<file path="config.mk">
export PLATFORM = sky130hd
export DESIGN_NAME = countdown_timer_tc_flat
export DESIGN_NICKNAME = d
export VERILOG_FILES = /design/src/rtl/countdown_timer_tc_pkg.sv /design/src/rtl/countdown_timer_tc_if.sv /design/src/rtl/countdown_timer_tc_core.sv /design/src/rtl/countdown_timer_tc.sv /design/src/flat_wrapper.sv
export SDC_FILE = /design/constraint.sdc
export NUM_CORES = 1
export LEC_CHECK = 0
export CAP_MARGIN = 20
export CORE_MARGIN = 2
export CORE_UTILIZATION = 30
export DETAILED_ROUTE_END_ITERATION = 10
export GPL_ROUTABILITY_DRIVEN = 1
export GPL_TIMING_DRIVEN = 0
export PLACE_DENSITY = 0.58
export SETUP_SLACK_MARGIN = 0.02
export SLEW_MARGIN = 20
export SYNTH_ARGS = -nofsm -noshare
export SYNTH_HDL_FRONTEND = slang
export SYNTH_SLANG_ARGS = --single-unit
</file>
<file path="constraint.sdc">
create_clock -name clk_i -period 1.86 [get_ports clk_i]
set_input_delay 0.186 -clock clk_i [delete_from_list [all_inputs] [get_ports clk_i]]
set_output_delay 0.186 -clock clk_i [all_outputs]
set_load 0.03 [all_outputs]
</file>
<file path="src/rtl/countdown_timer_tc_pkg.sv">
// Shared types for the countdown timer: FSM state encoding and counter-core ops.
package countdown_timer_tc_pkg;

   typedef enum logic [1:0] {
      ST_IDLE = 2'd0,
      ST_RUN  = 2'd1,
      ST_HOLD = 2'd2,
      ST_DONE = 2'd3
   } state_e;

   // Operation the FSM asks the counter core to perform on the next edge.
   typedef enum logic [1:0] {
      OP_HOLD   = 2'd0,
      OP_LOAD   = 2'd1,
      OP_DEC    = 2'd2,
      OP_RELOAD = 2'd3
   } cnt_op_e;

endpackage

</file>
<file path="src/rtl/countdown_timer_tc_if.sv">
// Control/status bundle of one countdown timer stage.
interface countdown_timer_tc_if #(parameter int WIDTH = 4);
   logic             load;
   logic [WIDTH-1:0] load_val;
   logic             start;
   logic             pause;
   logic             ce_in;
   logic [WIDTH-1:0] q;
   logic             tc;
   logic             busy;
   logic             done;

   modport master (output load, load_val, start, pause, ce_in,
                   input  q, tc, busy, done);
   modport slave  (input  load, load_val, start, pause, ce_in,
                   output q, tc, busy, done);
endinterface

</file>
<file path="src/rtl/countdown_timer_tc_core.sv">
// Down-counter core: holds Q and the RELOAD preset, applies load/decrement/reload,
// and flags Q==0 and RELOAD==0 for the controlling FSM.
module countdown_timer_tc_core
   import countdown_timer_tc_pkg::*;
#(
   parameter int WIDTH = 4
) (
   input  logic             clk_i,
   input  logic             rst_i,
   input  cnt_op_e          op_i,
   input  logic [WIDTH-1:0] load_val_i,
   output logic [WIDTH-1:0] q_o,
   output logic             zero_o,
   output logic             reload_zero_o
);

   logic [WIDTH-1:0] q_q, q_d;
   logic [WIDTH-1:0] reload_q, reload_d;

   // Next value of count and preset; the FSM never requests DEC at zero.
   always_comb begin
      q_d      = q_q;
      reload_d = reload_q;
      unique case (op_i)
         OP_LOAD: begin
            q_d      = load_val_i;
            reload_d = load_val_i;
         end
         OP_DEC:    q_d = q_q - WIDTH'(1);
         OP_RELOAD: q_d = reload_q;
         default:   ;
      endcase
   end

   // Count and preset registers, synchronous clear.
   always_ff @(posedge clk_i) begin
      if (rst_i) begin
         q_q      <= '0;
         reload_q <= '0;
      end else begin
         q_q      <= q_d;
         reload_q <= reload_d;
      end
   end

   assign q_o           = q_q;
   assign zero_o        = (q_q == '0);
   assign reload_zero_o = (reload_q == '0);

endmodule

</file>
<file path="src/rtl/countdown_timer_tc.sv">
// Presettable cascadable down-counter with combinational terminal count.
// Cascade by feeding a lower stage's tc into the upper stage's ce_in.
module countdown_timer_tc
   import countdown_timer_tc_pkg::*;
#(
   parameter int WIDTH       = 4,
   parameter bit AUTO_RELOAD = 1'b0
) (
   input  logic              clk_i,
   input  logic              clr_i,
   countdown_timer_tc_if.slave bus_if
);

   state_e  state_q, state_d;
   cnt_op_e op;
   logic    zero, reload_zero;

   countdown_timer_tc_core #(.WIDTH(WIDTH)) u_core (
      .clk_i         (clk_i),
      .rst_i         (clr_i),
      .op_i          (op),
      .load_val_i    (bus_if.load_val),
      .q_o           (bus_if.q),
      .zero_o        (zero),
      .reload_zero_o (reload_zero)
   );

   // State register, synchronous clear.
   always_ff @(posedge clk_i) begin
      if (clr_i) state_q <= ST_IDLE;
      else       state_q <= state_d;
   end

   // Next state and counter op; LOAD beats PAUSE beats START beats counting.
   always_comb begin
      state_d = state_q;
      op      = OP_HOLD;
      if (bus_if.load) begin
         op      = OP_LOAD;
         state_d = ST_IDLE;
      end else begin
         unique case (state_q)
            ST_IDLE: begin
               if (bus_if.start && !bus_if.pause)
                  state_d = zero ? ST_DONE : ST_RUN;
            end
            ST_RUN: begin
               if (bus_if.pause) begin
                  state_d = ST_HOLD;
               end else if (bus_if.ce_in) begin
                  if (!zero)            op      = OP_DEC;
                  else if (AUTO_RELOAD) op      = OP_RELOAD;
                  else                  state_d = ST_DONE;
               end
            end
            ST_HOLD: begin
               if (bus_if.start && !bus_if.pause) state_d = ST_RUN;
            end
            ST_DONE: begin
               // Restart from the preset; a zero preset leaves us parked in DONE.
               if (bus_if.start && !bus_if.pause) begin
                  op = OP_RELOAD;
                  if (!reload_zero) state_d = ST_RUN;
               end
            end
            default: state_d = ST_IDLE;
         endcase
      end
   end

   assign bus_if.tc   = (state_q == ST_RUN) && bus_if.ce_in && zero;
   assign bus_if.busy = (state_q == ST_RUN) || (state_q == ST_HOLD);
   assign bus_if.done = (state_q == ST_DONE);

endmodule
</file>
<file path="src/flat_wrapper.sv">
// flat-port wrapper written by rule: the top's interface ports become plain ports
module countdown_timer_tc_flat import countdown_timer_tc_pkg::*;
#(
   parameter int WIDTH       = 4,
   parameter bit AUTO_RELOAD = 1'b0
)
  (clk_i, clr_i, bus_if_load, bus_if_load_val, bus_if_start, bus_if_pause, bus_if_ce_in, bus_if_q, bus_if_tc, bus_if_busy, bus_if_done);
  countdown_timer_tc_if #(.WIDTH(WIDTH)) bus_if_i ();
  input  logic clk_i;
  input  logic clr_i;
  input wire logic [$bits(bus_if_i.load)-1:0] bus_if_load;
  input wire logic [$bits(bus_if_i.load_val)-1:0] bus_if_load_val;
  input wire logic [$bits(bus_if_i.start)-1:0] bus_if_start;
  input wire logic [$bits(bus_if_i.pause)-1:0] bus_if_pause;
  input wire logic [$bits(bus_if_i.ce_in)-1:0] bus_if_ce_in;
  output wire logic [$bits(bus_if_i.q)-1:0] bus_if_q;
  output wire logic [$bits(bus_if_i.tc)-1:0] bus_if_tc;
  output wire logic [$bits(bus_if_i.busy)-1:0] bus_if_busy;
  output wire logic [$bits(bus_if_i.done)-1:0] bus_if_done;
  assign bus_if_i.load = bus_if_load;
  assign bus_if_i.load_val = bus_if_load_val;
  assign bus_if_i.start = bus_if_start;
  assign bus_if_i.pause = bus_if_pause;
  assign bus_if_i.ce_in = bus_if_ce_in;
  assign bus_if_q = bus_if_i.q;
  assign bus_if_tc = bus_if_i.tc;
  assign bus_if_busy = bus_if_i.busy;
  assign bus_if_done = bus_if_i.done;
  countdown_timer_tc #(.WIDTH(WIDTH), .AUTO_RELOAD(AUTO_RELOAD)) u_core (.clk_i(clk_i), .clr_i(clr_i), .bus_if(bus_if_i));
endmodule
</file>
==> results.sh <==
export IMPL_outcome="completed"
export IMPL_placed_cells=120
export IMPL_n_fill_cell=235
export IMPL_clk_latency_ns=0.26
export IMPL_drt_iter0_markers=10
export IMPL_grt_pass1_wl_um=2730
export IMPL_hold_buffers=0
export IMPL_internal_power_w=0.000442
export IMPL_fin_nets=116
export IMPL_coreArea_um2=2250
export IMPL_synth_top_area_share_pct=27.3
export IMPL_crit_buf_inv=2
export IMPL_critPathArrivalTime_ns=1.93
export IMPL_cts_tree="yes"
export IMPL_grt_pass1_vias=643
export IMPL_stdcell_count=126
export IMPL_grt_max_degree=11
export IMPL_yosysWarnings=0
export IMPL_multi_input_area_um2=551
export IMPL_synth_compound_area_share_pct=17.0
export IMPL_ant_nets=0
export IMPL_gr_usage_met1_pct=14.4
export IMPL_total_power_w=0.000620
export IMPL_tns_ns=0
export IMPL_synth_area_leader_cell="dfxtp_1"
export IMPL_ys_seq_area_share_pct=27.3
export IMPL_dieArea_um2=2860
export IMPL_worst_pin_slew_ns=0.359
export IMPL_grt_usage_pct=13.4
export IMPL_portBuffers=15
export IMPL_avgViaCountPerCell=5.14
export IMPL_synth_seq_cells=10
export IMPL_slew_violations=0
export IMPL_syn_inst=77
export IMPL_die_w_um=53.5
export IMPL_cts_buffers_inserted=3
export IMPL_wl_per_cell_um=12.8
export IMPL_required_ns=2.03
export IMPL_critPathKind="flop to flop"
export IMPL_startpoint_type="flop"
export IMPL_synth_xor_area_share_pct=1.19
export IMPL_worst_clock_skew_ns=0.000242
export IMPL_grt_use_met3_pct=5.08
export IMPL_hold_class="primary input to flop"
export IMPL_gp_routability_congestion=0.691
export IMPL_drt_pass1_iterations=4
export IMPL_synthAdderAreaFrac_pct=11.9
export IMPL_root_buffer="clkbuf_4"
export IMPL_setup_viol=0
export IMPL_synth_avg_cell_area_um2=9.54
export IMPL_drc=0
export IMPL_synth_top_family_by_area="simple AND/OR/NAND/NOR gates"
export IMPL_synth_nets=94
export IMPL_cts_buffer_depth=2
export IMPL_start_util_pct=32.6
export IMPL_p_sw_share_pct=28.8
export IMPL_place_area_um2=921
export IMPL_rsz0062_at_grt="no"
export IMPL_synthTopCellsByArea="dfxtp_1 27%, ha_1 12%, nor2_1 5.6%"
export IMPL_critPathMaxStageDelay_ns=0.40
export IMPL_pwr_share_comb_pct=29.8
export IMPL_p_sw_w=0.000179
export IMPL_seqPwrFrac_pct=39.8
export IMPL_pwr_share_clk_pct=30.4
export IMPL_clock_sinks=10
export IMPL_yosys_area_share_simple_pct=30.0
export IMPL_regArea_um2=203
export IMPL_leakage_nw=0.437
export IMPL_antenna_found_initial=0
export IMPL_drive_gt1_share_pct=27.6
export IMPL_area_growth_pct=39.4
export IMPL_synth_area_um2=734
export IMPL_num_rows=17
export IMPL_hold_viol_final=0
export IMPL_peakVddDrop_mv=0.328
export IMPL_grt_overflow=0
export IMPL_use_met2_pct=23.3
export IMPL_min_period_ns=1.76
export IMPL_cp_cell_sequence="inv_2 -> ha_4 -> nor3b_4 -> buf_4 -> or3b_4 -> a2bb2oi_2 -> a221oi_2"
export IMPL_path_clk_slew_ns=0.06
export IMPL_fin_area_um2=1020
export IMPL_ys_types=34
export IMPL_cp_max_fo=4
export IMPL_die_h_um=53.5
export IMPL_powerDensity_nw_per_um2=606
export IMPL_io_pin_count=17
export IMPL_num_vias=648
export IMPL_path_delay_family="simple AND/OR/NAND/NOR gates"
export IMPL_drv_cap=0
export IMPL_end_kind="flop"
export IMPL_post_route_period_util_pct=94.6
export IMPL_fmax_ghz=0.568
export IMPL_place_hpwl_um=1270
export IMPL_totalWireLength_um=1610
export IMPL_htree_levels=1
export IMPL_busiest_layer="met2"
export IMPL_relSlewSlack_pct=76.0
export IMPL_synth_mux_area_share_pct=6.98
export IMPL_antenna_cells=0
export IMPL_cp_slowest_cell="or3b_4"
[power groups by stage]
stage / clock (W) / sequential [W] / combinational, W
5_1_grt: 0.000215 / 0.000249 / 0.000201
3_3_place_gp: 0 / 0.000248 / 0.000169
3_5_place_dp: 0 / 0.000249 / 0.000171
4_1_cts: 0.000197 / 0.000244 / 0.000169
6_report: 0.000189 / 0.000247 / 0.000185
2_1_floorplan: 0 / 0.000258 / 0.000101
[final timing paths]
path | slack, ns | cells past startpoint | start | endpoint
min | 0.17 | 2 | clr_i | u_core.u_core.q_o[1]
min reg2reg | 0.52 | 2 | u_core.u_core.q_o[1] | u_core.u_core.q_o[1]
max | 0.1 | 7 | u_core.u_core.q_o[0] | u_core.u_core.q_o[1]
max reg2reg | 0.1 | 7 | u_core.u_core.q_o[0] | u_core.u_core.q_o[1]
[flip-flops by register name, summed over array words and instances, names as in the netlist]
register	cells
u_core.state_q	2
u_core.u_core.q_o	4
u_core.u_core.reload_q	4
[routing by layer]
metal  wire length (um)  vias up
li1                   -      327
met1                724      305
met2                801       12
met3                 45        4
met4                 40        0
met5                  0        -
[kinds of logic (layout without fill, tap and decap cells)]
kind of cell,Yosys count,count (layout)
buffers and inverters,8,29
multiplexers,5,5
adder cells (fa/ha/maj),7,7
AO/OA/AOI/OAI,14,14
flip-flops,10,10
XOR/XNOR,1,1
AND/OR/NAND/NOR,32,32
[placed cells by master, fill, tap and decap left out, types with 2 or more instances in the layout]
cell type / synthesis / final
clkdlybuf4s50_1: 0 / 12
nor2_1: 11 / 11
dfxtp_1: 10 / 8
inv_1: 6 / 4
mux2i_1: 4 / 4
ha_1: 7 / 4
or3_1: 3 / 3
nand2_1: 3 / 3
buf_4: 1 / 3
ha_4: 0 / 3
clkbuf_4: 0 / 3
inv_2: 0 / 2
a221oi_2: 1 / 2
nor2b_1: 2 / 2
nor3_1: 3 / 2
a221oi_1: 3 / 2
dlygate4sd2_1: 0 / 2
dfxtp_2: 0 / 2
[cell usage after synthesis]
cell / number
ha_1: 7
and3_1: 1
nor2_1: 11
xor2_1: 1
or3b_1: 1
nand3b_4: 1
nand2b_1: 1
o2bb2ai_1: 1
a22oi_1: 1
o211a_1: 1
a2bb2oi_1: 2
o221a_2: 1
nor3b_2: 1
mux2i_1: 4
or4_1: 1
nor3_1: 3
mux2_2: 1
nand4bb_4: 1
inv_1: 6
a221oi_1: 3
o311ai_0: 1
a221oi_2: 1
buf_6: 1
dfxtp_1: 10
a221o_1: 1
nor3b_4: 1
nand2_1: 3
or3_1: 3
a21oi_1: 1
nor2b_1: 2
buf_4: 1
nor4_1: 1
o21ai_0: 1
nand3b_1: 1
[layout make-up]
class,instances,area share [%]
tap,28,3.42
buffer,2,1.83
inverter,6,2.20
timing repair buffer,17,15.4
sequential,10,19.8
multi-input combinational,59,53.8
clock buffer,4,3.55
[stage by stage]
| step | util, % | setup WS (ns) | hold slack [ns] |
|---|---|---|---|
| after floorplan | - | 0.0253 | 0.333 |
| after global placement | 40.8 | -0.124 | 0.443 |
| after detailed placement | 40.8 | -0.123 | 0.439 |
| after CTS | 42.1 | 0.0510 | 0.157 |
| after global routing | 45.4 | 0.0122 | 0.161 |
| final | 45.4 | 0.0998 | 0.167 |
[what timing repair did]
action | 4_1_cts | 5_1_grt
resized for setup | 7 | 13
pin swaps | 0 | 1
endpoints found under the setup margin | 3 | 5
setup buffers | 0 | 2
No activity file was read; power rests on OpenSTA's default activity.
